===== src/rtl/input_cmd_scheduler.sv =====
// ----------------------------------------------------------------------------
// input_cmd_scheduler
//
// Collects one-cycle action pulses from the per-button DAS instances and offers
// them one at a time to the game engine over a valid/ready command port. Each
// channel is disarmed (action_valid low) while its command is pending, so a
// button cannot re-fire before the engine has taken its previous command.
// After a hard drop is accepted, every channel is disarmed for LOCKOUT_CYCLES
// cycles and anything still pending is discarded.
//
// Parameters:
//   NUM_ACTIONS    number of action channels
//   HARD_DROP_IDX  channel whose handshake starts the lockout window
//   LOCKOUT_CYCLES lockout length in clk cycles (0 disables lockout)
//
// Ports:
//   clk           system clock
//   rst           asynchronous active-high reset
//   action_pulse  one-cycle pulse per channel (DAS action_out)
//   action_valid  arm signal per channel (DAS action_valid), combinational
//   game_active   high while a piece is in play
//   cmd_valid     a command is offered to the engine
//   cmd_id        channel index of the offered command
//   cmd_ready     engine accepts the offered command
//   cmd_dropped   one-cycle flag: a pulse arrived on a disarmed channel
//
// Build option:
//   INPUT_SCHED_RR_EN  when defined, round-robin arbitration with a rotating
//                      priority pointer; otherwise fixed lowest-index priority.
// ----------------------------------------------------------------------------
module input_cmd_scheduler #(
   parameter int NUM_ACTIONS    = 7,
   parameter int HARD_DROP_IDX  = 5,
   parameter int LOCKOUT_CYCLES = 500_000
) (
   input  logic                           clk,
   input  logic                           rst,
   input  logic [NUM_ACTIONS-1:0]         action_pulse,
   output logic [NUM_ACTIONS-1:0]         action_valid,
   input  logic                           game_active,
   output logic                           cmd_valid,
   output logic [$clog2(NUM_ACTIONS)-1:0] cmd_id,
   input  logic                           cmd_ready,
   output logic                           cmd_dropped
);

   localparam int ID_W = $clog2(NUM_ACTIONS);

   // A zero-length lockout would give a zero-width counter; keep one bit so
   // the register is always legal even though it is then never used.
   localparam int CNT_W = (LOCKOUT_CYCLES > 0) ? $clog2(LOCKOUT_CYCLES + 1) : 1;
   localparam logic [CNT_W-1:0] CNT_LAST =
      (LOCKOUT_CYCLES > 0) ? CNT_W'(LOCKOUT_CYCLES - 1) : '0;
   localparam logic [ID_W-1:0] HARD_DROP_ID = ID_W'(HARD_DROP_IDX);
   localparam logic [ID_W-1:0] LAST_ID      = ID_W'(NUM_ACTIONS - 1);

   typedef enum logic [1:0] {
      IDLE,
      ISSUE,
      LOCKOUT
   } state_t;

   state_t                 state;
   state_t                 state_nx;
   logic [NUM_ACTIONS-1:0] pending;
   logic [NUM_ACTIONS-1:0] pending_nx;
   logic [NUM_ACTIONS-1:0] set_mask;
   logic [NUM_ACTIONS-1:0] clr_mask;
   logic [CNT_W-1:0]       lock_cnt;
   logic [CNT_W-1:0]       lock_cnt_nx;
   logic [ID_W-1:0]        cmd_id_nx;
   logic                   dropped_nx;
   logic                   handshake;
   logic                   lock_entry;
   logic [ID_W-1:0]        winner;
   logic                   winner_found;

   // ---------------------------------------------------------------------------
   // Outputs derived directly from registers (and game_active for the arms).
   // ---------------------------------------------------------------------------
   assign cmd_valid    = (state == ISSUE);
   assign handshake    = cmd_valid && cmd_ready;
   assign action_valid = {NUM_ACTIONS{game_active && (state != LOCKOUT)}} & ~pending;

   // ---------------------------------------------------------------------------
   // Arbiter
   // ---------------------------------------------------------------------------
`ifdef INPUT_SCHED_RR_EN
   logic [ID_W-1:0] rr_ptr;
   int              rr_idx;

   // Search starts at the pointer and wraps; the first pending hit wins.
   always_comb begin
      // NOTE: every variable written here gets a default first, so no path
      // leaves one unassigned and no latch is inferred.
      winner       = '0;
      winner_found = 1'b0;
      rr_idx       = 0;
      for (int k = 0; k < NUM_ACTIONS; k++) begin
         rr_idx = int'(rr_ptr) + k;
         if (rr_idx >= NUM_ACTIONS) begin
            rr_idx = rr_idx - NUM_ACTIONS;
         end
         if (!winner_found && pending[rr_idx]) begin
            winner       = ID_W'(rr_idx);
            winner_found = 1'b1;
         end
      end
   end

   // The channel just served becomes the lowest priority.
   always_ff @(posedge clk or posedge rst) begin
      if (rst) begin
         rr_ptr <= '0;
      end else if (handshake) begin
         rr_ptr <= (cmd_id == LAST_ID) ? '0 : cmd_id + 1'b1;
      end
   end
`else
   // Scan from the top down so the lowest pending index is the last writer.
   always_comb begin
      winner       = '0;
      winner_found = 1'b0;
      for (int k = NUM_ACTIONS - 1; k >= 0; k--) begin
         if (pending[k]) begin
            winner       = ID_W'(k);
            winner_found = 1'b1;
         end
      end
   end
`endif

   // ---------------------------------------------------------------------------
   // Next-state, pending bookkeeping and lockout counter
   // ---------------------------------------------------------------------------
   always_comb begin
      state_nx    = state;
      cmd_id_nx   = cmd_id;
      lock_cnt_nx = '0;
      clr_mask    = '0;
      lock_entry  = 1'b0;

      // A pulse is only accepted on an armed channel.
      set_mask   = action_pulse & action_valid;
      dropped_nx = |(action_pulse & ~action_valid);

      unique case (state)
         IDLE: begin
            // No new arbitration once the piece is gone: pending is about
            // to be flushed and must not produce a command.
            if (winner_found && game_active) begin
               cmd_id_nx = winner;
               state_nx  = ISSUE;
            end
         end

         ISSUE: begin
            // cmd_id stays put until the engine takes it, even with the
            // game inactive; an offered command is never retracted.
            if (handshake) begin
               clr_mask = {{(NUM_ACTIONS-1){1'b0}}, 1'b1} << cmd_id;
               if ((cmd_id == HARD_DROP_ID) && (LOCKOUT_CYCLES > 0)) begin
                  state_nx   = LOCKOUT;
                  lock_entry = 1'b1;
               end else begin
                  state_nx = IDLE;
               end
            end
         end

         LOCKOUT: begin
            // Counts 0..LOCKOUT_CYCLES-1, so the window is exactly
            // LOCKOUT_CYCLES cycles and the counter never wraps.
            if (lock_cnt == CNT_LAST) begin
               state_nx = IDLE;
            end else begin
               lock_cnt_nx = lock_cnt + 1'b1;
            end
         end

         default: begin
            state_nx = IDLE;
         end
      endcase

      // A set beats a handshake clear on the same bit. Entering lockout or
      // losing the piece discards everything, including a same-cycle set.
      pending_nx = (pending & ~clr_mask) | set_mask;
      if (!game_active || lock_entry) begin
         pending_nx = '0;
      end
   end

   // ---------------------------------------------------------------------------
   // State registers
   // ---------------------------------------------------------------------------
   always_ff @(posedge clk or posedge rst) begin
      if (rst) begin
         state       <= IDLE;
         pending     <= '0;
         cmd_id      <= '0;
         lock_cnt    <= '0;
         cmd_dropped <= 1'b0;
      end else begin
         // NOTE: non-blocking assignments so every register samples the
         // values from before this edge, independent of statement order.
         state       <= state_nx;
         pending     <= pending_nx;
         cmd_id      <= cmd_id_nx;
         lock_cnt    <= lock_cnt_nx;
         cmd_dropped <= dropped_nx;
      end
   end

endmodule


===== config.mk =====
export PLATFORM = sky130hd
export DESIGN_NAME = input_cmd_scheduler
export DESIGN_NICKNAME = d
export VERILOG_FILES = /design/src/rtl/input_cmd_scheduler.sv
export SDC_FILE = /design/constraint.sdc
export NUM_CORES = 1
export LEC_CHECK = 0
export BUFFER_PORTS_ARGS = -buffer_cell sky130_fd_sc_hd__buf_2
export CAP_MARGIN = 25
export CORE_ASPECT_RATIO = 1.25
export CORE_MARGIN = 2
export CORE_UTILIZATION = 39
export CTS_CLUSTER_SIZE = 10
export DETAILED_ROUTE_END_ITERATION = 7
export HOLD_SLACK_MARGIN = 0.06
export SYNTH_ARGS = -nofsm -noshare
export SYNTH_HDL_FRONTEND = slang
export SYNTH_SLANG_ARGS = --single-unit

===== constraint.sdc =====
create_clock -name clk -period 5 [get_ports clk]
set_input_delay 0.25 -clock clk [delete_from_list [all_inputs] [get_ports clk]]
set_output_delay 0.25 -clock clk [all_outputs]
set_load 0.005 [all_outputs]

# [After elaboration in Yosys (flattened, before gate mapping)]
# Index checks and enable logic that the tools add are counted.
# W data, S select, Z words.
[word_totals] elab_cells=59 ram_bits=0 out_inout_bits=12 register_bits=32 latchBits=0 mem_bits_ro=0 n_memories=0 inputBits=11
[classes] order_cmp=0 addsub=1 n_bitwise=8 mul=0 n_reduce_logical=9 eq_ne=8 shift=1 n_mux=27 div=0
[op_table] operator="$mux W19" count=2
[op_table] operator="$and A7 B7 Y7" count=4
[op_table] operator="$mux W3" count=7
[op_table] operator="$mux W7" count=3
[op_table] operator="$not A7 Y7" count=3
[op_table] operator="$add A19 B1 Y19 const B" count=1
[op_table] operator="$eq A19 B19 Y1 const B" count=1
[op_table] operator="$mux W1" count=10
[op_table] operator="$mux W2" count=4
[op_table] operator="$or A7 B7 Y7" count=1
[op_table] operator="$reduce_or A7 Y1" count=1
[op_table] operator="$shl A1 B3 Y7 const A" count=1
[op_table] operator="$ne A2 B2 Y1 const B" count=3
[op_table] operator="$pmux W2 S3" count=1
[op_table] operator="$eq A3 B3 Y1 const B" count=1
[op_table] operator="$logic_and A1 B1 Y1" count=3
[op_table] operator="$reduce_and A3 Y1" count=1
[op_table] operator="$eq A2 B1 Y1 const B" count=1
[op_table] operator="$eq A2 B2 Y1 const B" count=1
[op_table] operator="$logic_not A2 Y1" count=1
[op_table] operator="$ne A2 B1 Y1 const B" count=1
[op_table] operator="$reduce_and A2 Y1" count=1
[op_table] operator="$logic_not A1 Y1" count=1
[op_table] operator="$logic_or A1 B1 Y1" count=1

# [Logic depth before layout (Yosys ltp)]
# Gate-level depths: netlist of run 1.
[logic_depth] ltp_word=10 depth_mapped=6 depth_no_buf=5

# [Worst setup path after synthesis of run 1]
# No wires, ideal clock.
[synth_timing] path_type="flip-flop to flip-flop" from="register lock_cnt[14]" to="register state[1]" stages_incl_launch_ff=5 t_arrival_ns=1.791 period_less_slack_ns=1.914 path_slack_ns=3.086 n_path_buf=1 required_ns=4.876 setup_time_ns=0.124 path_cell_list="dfrtp_1 -> or4_1 -> o41ai_4 -> buf_2 -> nand2_1"
[synth_via] elab_chain_cells=3
[synth_rtl] element="start: declaration" line_no="69" source="logic [CNT_W-1:0] lock_cnt;"
[synth_rtl] element="start signal: assignment" line_no="210" source="lock_cnt <= lock_cnt_nx;"
[synth_rtl] element="$eq A19 B19 Y1" line_no="174" source="if (lock_cnt == CNT_LAST) begin"
[synth_rtl] element="$ne A2 B2 Y1 (no line)"
[synth_rtl] element="$reduce_and A3 Y1 (no line)"
[synth_rtl] element="end signal: assignment" line_no="207" source="state <= state_nx;"
[synth_rtl] element="end: declaration" line_no="63" source="state_t state;"
# Every way passes these cells.
# A chain may end at the register's enable or synchronous reset.

# [Worst setup path in the final report of run 1]
[layout_timing] from="register lock_cnt[11]" to="register lock_cnt[2]"
[layout_via] elab_chain_cells=3
[layout_rtl] element="$eq A19 B19 Y1" line_no="174"
[layout_rtl] element="$mux W19" line_no="174"
[layout_rtl] element="$mux W19" line_no="147" source="unique case (state)"
[layout_rtl] element="via lock_cnt_nx[2]" line_no="70" source="logic [CNT_W-1:0] lock_cnt_nx;"
# The timed path passes the listed nets, and every way through them passes these cells.

==> flow_metrics.py, run 1 <==
metrics = {
    "power": {
        "switching_share_pct": 30.2,
        "portion_of_total_power_attributed_to_combinational_logic_pct": 18.7,
        "design_power_total_uw": 641,
        "p_per_area_mw_per_mm2": 328,
        "irDropWorstVdd_mv": 0.218,
        "intPower_uw": 447,
        "power.share.clock_pct": 31.8,
        "pwr-share-seq_pct": 49.5,
        "net_switching_component_of_the_power_uw": 194,
        "leakagePower_nw": 0.805,
    },
    "timing": {
        "final.hold.worst_slack_ns": 0.192,
        "max_freq_mhz": 453,
        "fin_skew_ns": 0.00887,
        "timing_worst_slew_pin_value_ns": 0.986,
        "finalSetupViolations": 0,
        "number_of_slew_limit_violations_in_the_final_report": 0,
        "final_period_minus_worst_setup_slack_ns": 2.21,
        "setup_total_negative_slack_ns": 0,
        "maxSlewHeadroom_pct": 34.0,
        "finalHoldViolCount": 0,
        "final_critical_path_setup_slack_ns": 2.79,
        "rsz0062_at_grt": "false",
        "timing.final.crit_share_pct": 44.1,
    },
    "logic_synthesis": {
        "synth.yosys.seq_area_share_pct": 47.7,
        "synth-seq-cells": 32,
        "postSynthAreaPerCell_sq_um": 9.18,
        "yosysWarningCount": 0,
        "number_of_nets_in_the_synthesized_netlist": 195,
        "number_of_different_library_cells_in_the_post_synthesis_netlist": 34,
        "netlist_instances": 183,
        "netlist_area_sq_mm": 0.00168,
    },
    "route": {
        "wl_per_cell_um": 13.5,
        "remaining_drc_errors": 0,
        "num_vias": 1416,
        "dr.first_iter.drc_count": 76,
        "wirelength_um": 3620,
        "ant_nets": 0,
        "post_drt_via_cell_ratio": 5.30,
        "firstDrtPassIters": 4,
    },
    "global_route": {
        "antenna_violations_before_repair": 0,
        "overflow_after_grt": 0,
        "grt_use_total_pct": 16.8,
        "maximum_number_of_pins_on_one_net_before_global_route_repair": 33,
        "number_of_global_route_vias_before_repair": 1375,
        "grt_pass1_wl_um": 6500,
    },
    "worst_setup_path": {
        "required_ns": 5.12,
        "worst_setup_path_startpoint": "lock_cnt[11]",
        "worst_setup_path_end_kind": "register",
        "crit_path_start_kind": "register",
        "crit_path_max_fanout": 19,
        "timing.rr.start": "lock_cnt[11]",
        "worstPathArrival_ns": 2.33,
        "critPathKind": "reg2reg",
    },
    "hold_path": {
        "holdCritStartpoint": "cmd_ready",
        "hold_path_class": "in2reg",
    },
    "placement": {
        "portBuffers": 22,
        "place.detailed.hpwl_um": 2680,
        "gp_congestion": 0.801,
        "dp_slack_ns": 2.78,
    },
    "cts": {
        "clk_transition_reported_paths_ns": 0.07,
        "clock_insertion_delay_worst_skew_ns": 0.28,
        "h-tree-depth": 2,
        "numCtsBuffers": 5,
        "postCtsSetupBuffers": 0,
        "clock_tree.root_cell": "clkbuf_8",
        "cts_tree": "yes",
        "cts-resized-gates": 0,
        "clock_sinks": 32,
        "hold_buf_cts": 1,
        "cts_max_path_buffers": 2,
    },
    "final_layout": {
        "final_nets": 222,
        "fillCellCount": 423,
        "number_of_diodes": 0,
        "areaGrowthSynthToFinish_pct": 16.2,
        "drive_above_1_share_pct": 19.4,
    },
    "floorplan": {
        "core.rowCount": 26,
        "effective_utilization_at_floorplan_pct": 41.0,
        "pin_count": 23,
        "core_sq_mm": 0.00410,
        "fp.dieW_um": 62.7,
        "dieArea_sq_mm": 0.00485,
        "dieHeight_um": 77.4,
    },
    "run_status": {
        "status": "finished clean",
    },
    "flow_run": {
        "max_cap_violations": 0,
    },
}
==> logic make-up (layout without fill, tap and decap cells) <==
| logic type | Yosys count | in the layout | share of synthesized area (%) |
|---|---|---|---|
| AOI/OAI and AO/OA | 36 | 36 | 14.5 |
| DFF | 32 | 32 | 47.7 |
| adders and majority gates | 1 | 1 | 0.745 |
| xor gates and xnor gates | 12 | 12 | 6.26 |
| and+or+nand+nor | 88 | 88 | 27.5 |
| buffers and inverters | 14 | 42 | 3.28 |
==> metrics by stage <==
step | instance area [sq um] | std cells | util, %
global placement | 1850 | 258 | 45.1
detailed placement | 1850 | 258 | 45.1
finish | 1950 | 267 | 47.6
global route | 1950 | 267 | 47.6
CTS | 1950 | 267 | 47.6
floorplan | 1680 | 183 | -
==> path summary, 6_finish.rpt <==
path / end / slack, ns / cells after the start
min in group asynchronous: pending[3] / 0.58 / 4
worst min register to register: lock_cnt[0] / 0.48 / 1
worst min-delay path: state[0] / 0.19 / 2
worst max-delay path: lock_cnt[2] / 2.79 / 3
worst max register to register: lock_cnt[2] / 2.79 / 3
max in group asynchronous: lock_cnt[1] / 4.12 / 4
==> worst max-delay path: stages (launching register included) <==
cell     delay (ns)
dfrtp_1        0.43
or4_1          0.57
o41ai_4        0.93
nor2_1         0.12
==> state kept, by name (all words and copies together), names as in the netlist <==
name,count
cmd_id,3
lock_cnt,19
cmd_dropped,1
state,2
pending,7
==> placed cells by master (no fill, tap or decap) <==
cell	instances
o31ai_1	6
xor2_1	5
a21oi_1	13
nand3_1	4
and4_2	1
nand4bb_1	1
or3_1	1
o41ai_1	1
nor2b_1	1
inv_1	10
buf_4	1
a211oi_1	3
nand3_2	1
o21ai_0	10
o41ai_2	1
or4_1	5
or3_2	3
nand4_2	1
nand3b_1	1
clkinv_2	2
nand4b_1	1
nor4_1	2
nand4_1	5
nor3_1	9
or2_2	2
nor2_1	26
o221ai_1	1
dfrtp_1	32
o41ai_4	1
clkbuf_8	6
xnor2_1	7
nand2b_1	5
buf_2	22
dlygate4sd3_1	1
nand2_1	17
ha_1	1
nor3b_1	2
==> cells in the mapped netlist <==
master | instances | area, sq um
xnor2_1 | 7 | 61.3
or2_2 | 2 | 12.5
or3_1 | 1 | 6.26
nand3_1 | 4 | 20.0
o41ai_1 | 1 | 8.76
or3_2 | 3 | 22.5
o41ai_4 | 1 | 27.5
ha_1 | 1 | 12.5
nor3b_1 | 2 | 15.0
nand2_1 | 17 | 63.8
a211oi_1 | 3 | 22.5
nand4_1 | 5 | 31.3
buf_2 | 2 | 10.0
nand3_2 | 1 | 10.0
nand4b_1 | 1 | 8.76
o221ai_1 | 1 | 8.76
nand4bb_1 | 1 | 11.3
o31ai_1 | 6 | 45.0
nor2_1 | 26 | 97.6
nand2b_1 | 5 | 31.3
dfrtp_1 | 32 | 801
nand3b_1 | 1 | 7.51
clkbuf_1 | 2 | 7.51
inv_1 | 10 | 37.5
a21oi_1 | 13 | 65.1
nor2b_1 | 1 | 6.26
nor4_1 | 2 | 12.5
o21ai_0 | 10 | 50.1
xor2_1 | 5 | 43.8
o41ai_2 | 1 | 16.3
nor3_1 | 9 | 45.0
nand4_2 | 1 | 12.5
or4_1 | 5 | 37.5
and4_2 | 1 | 10.0
==> metal layers <==
layer | vias up | global-route usage, % | share of wire, %
li1 | 698 | - | -
met4 | 0 | 6.22 | 2.3
met2 | 25 | 28.4 | 50
met3 | 10 | 3.91 | 2.8
met1 | 683 | 20.9 | 45
met5 | - | 0 | 0
==> final cells by class <==
type | count | area, sq um | area share [%]
clock buffer | 6 | 82.6 | 4.23
clock inverter | 2 | 10.0 | 0.513
inverter | 10 | 37.5 | 1.92
multi-input combinational | 137 | 823 | 42.2
sequential | 32 | 801 | 41.0
tap | 56 | 70.1 | 3.59
timing repair buffer | 24 | 128 | 6.54
==> power by group through the flow <==
stage          clock network, mW  logic (mW)  registers, mW
3_3_place_gp                   0       0.120          0.320
2_1_floorplan                  0      0.0773          0.314
4_1_cts                    0.210       0.122          0.316
3_5_place_dp                   0       0.121          0.321
5_1_grt                    0.226       0.137          0.322
6_report                   0.204       0.120          0.317
(Power assumes the default switching activity.)
==> inputs of run 2 (changes only) <==
==> constraint.sdc (replaced) <==
create_clock -name clk -period 2.25 [get_ports clk]
set_input_delay 0.1125 -clock clk [delete_from_list [all_inputs] [get_ports clk]]
set_output_delay 0.1125 -clock clk [all_outputs]
set_load 0.005 [all_outputs]
==> flow_metrics.py, run 2 (same netlist as run 1, synthesis figures left out) <==
metrics = {
    "run_status": {
        "status": "finished clean",
    },
    "cts": {
        "clock_tree.root_cell": "clkbuf_8",
        "postCtsSetupBuffers": 0,
        "numCtsBuffers": 5,
        "clock_sinks": 32,
        "clk_transition_reported_paths_ns": 0.07,
        "cts_tree": "yes",
        "cts-resized-gates": 0,
        "hold_buf_cts": 2,
        "clock_insertion_delay_worst_skew_ns": 0.28,
        "h-tree-depth": 2,
        "cts_max_path_buffers": 2,
    },
    "placement": {
        "post_dp_cell_area_sq_mm": 0.00188,
        "gp_congestion": 0.819,
        "place.detailed.hpwl_um": 2790,
        "dp_cells": 262,
        "dp_slack_ns": 0.244,
        "portBuffers": 22,
    },
    "floorplan": {
        "dieArea_sq_mm": 0.00485,
        "effective_utilization_at_floorplan_pct": 41.0,
        "core_sq_mm": 0.00410,
        "dieHeight_um": 77.4,
        "pin_count": 23,
        "fp.dieW_um": 62.7,
        "core.rowCount": 26,
    },
    "timing": {
        "number_of_slew_limit_violations_in_the_final_report": 0,
        "fin_skew_ns": 0.0114,
        "finalHoldViolCount": 0,
        "max_freq_mhz": 498,
        "final_critical_path_setup_slack_ns": 0.243,
        "maxSlewHeadroom_pct": 69.9,
        "rsz0062_at_grt": "false",
        "timing_worst_slew_pin_value_ns": 0.449,
        "timing.final.crit_share_pct": 89.2,
        "finalSetupViolations": 0,
        "setup_total_negative_slack_ns": 0,
        "final_period_minus_worst_setup_slack_ns": 2.01,
        "final.hold.worst_slack_ns": 0.0895,
    },
    "hold_path": {
        "hold_path_class": "in2reg",
        "instance_count_along_the_most_critical_hold_path": 3,
        "holdCritStartpoint": "action_pulse[2]",
        "worstHoldEndpoint": "pending[2]",
    },
    "final_layout": {
        "finish.cell_count_without_fillers": 272,
        "biggestRegsByFlops": "lock_cnt (19), pending (7), cmd_id (3)",
        "finish.instance_area_sq_mm": 0.00201,
        "largest_register_ffs": 19,
        "regMostFlops": "lock_cnt",
        "mostFrequentLayoutCells": "dfrtp_1 (32), nor2_1 (26), buf_2 (22), nand2_1 (17), a21oi_1 (13)",
        "layout.cells.most_common": "dfrtp_1",
        "final_nets": 227,
        "final_core_util_pct": 49.0,
        "number_of_diodes": 0,
        "drive_above_1_share_pct": 20.4,
        "areaGrowthSynthToFinish_pct": 19.5,
    },
    "route": {
        "post_drt_via_cell_ratio": 5.41,
        "ant_nets": 0,
        "wirelength_um": 3800,
        "num_vias": 1471,
        "firstDrtPassIters": 4,
        "dr.first_iter.drc_count": 78,
        "remaining_drc_errors": 0,
        "wl_per_cell_um": 14.0,
    },
    "global_route": {
        "overflow_after_grt": 0,
        "number_of_global_route_vias_before_repair": 1482,
        "antenna_violations_before_repair": 0,
        "grt_pass1_wl_um": 6780,
        "maximum_number_of_pins_on_one_net_before_global_route_repair": 33,
        "grt_use_total_pct": 17.6,
    },
    "flow_run": {
        "max_cap_violations": 0,
    },
    "worst_setup_path": {
        "reg2reg_to": "lock_cnt[18]",
        "rrSetupSlack_ns": 0.24,
        "worst_setup_path_end_kind": "register",
        "worstPathArrival_ns": 2.22,
        "required_ns": 2.46,
        "critPathKind": "reg2reg",
        "timing.rr.start": "lock_cnt[0]",
        "crit_path_max_fanout": 4,
        "crit_path_start_kind": "register",
        "worst_reg_to_reg_cells": 5,
    },
    "power": {
        "irDropWorstVdd_mv": 0.413,
        "net_switching_component_of_the_power_uw": 442,
        "pwr-share-seq_pct": 46.0,
        "p_per_area_mw_per_mm2": 764,
        "portion_of_total_power_attributed_to_combinational_logic_pct": 18.6,
        "design_power_total_mw": 1.53,
        "leakagePower_nw": 0.832,
        "intPower_mw": 1.09,
        "switching_share_pct": 28.8,
        "power.share.clock_pct": 35.4,
    },
}
[run 2: cell count changes in the layout (fill, tap and decap cells not counted)]
cell	change
dlygate4sd3_1	+1
buf_4	+4
clkinv_2	-1
clkbuf_1	+1
clkbuf_8	-1
bufinv_16	+1
[run 2: critical path, cell delays in order (launching register included)]
cell and delay [ns]:
dfrtp_1 0.39, ha_1 0.24, nand4_1 0.22, or4_1 0.62, or3_1 0.33, a21oi_1 0.15
[run 2: power by group through the flow]
stage / Clock [mW] / Sequential (mW) / Combinational (mW)
after global placement: 0 / 0.711 / 0.281
final: 0.542 / 0.705 / 0.286
after global routing: 0.584 / 0.715 / 0.323
after detailed placement: 0 / 0.714 / 0.284
after CTS: 0.553 / 0.703 / 0.289
after floorplan: 0 / 0.698 / 0.172
[run 2: layout make-up]
cell class                      instances  area, sq um
Sequential cell                        32          801
Clock inverter                          2         35.0
Inverter                               10         37.5
Fill cell                             415         2090
Tap cell                               56         70.1
Multi-Input combinational cell        137          823
Timing Repair Buffer                   29          168
Clock buffer                            6         72.6
[run 2: worst max-delay path by stage]
stage	start	endpoint	slack, ns
finish	lock_cnt[0]	lock_cnt[18]	0.24
global route	lock_cnt[0]	lock_cnt[18]	0.12
CTS	lock_cnt[0]	lock_cnt[18]	0.25
detailed placement	lock_cnt[0]	lock_cnt[18]	0.24
global placement	lock_cnt[5]	lock_cnt[17]	0.31
floorplan	lock_cnt[14]	state[1]	0.34
[run 2: routing by layer]
layer	vias up	part of all wire, %	GRT usage (%)
met5	-	0	0
met3	4	2.9	4.06
li1	713	-	-
met1	729	43	20.2
met4	0	1.0	6.67
met2	25	53	31.6
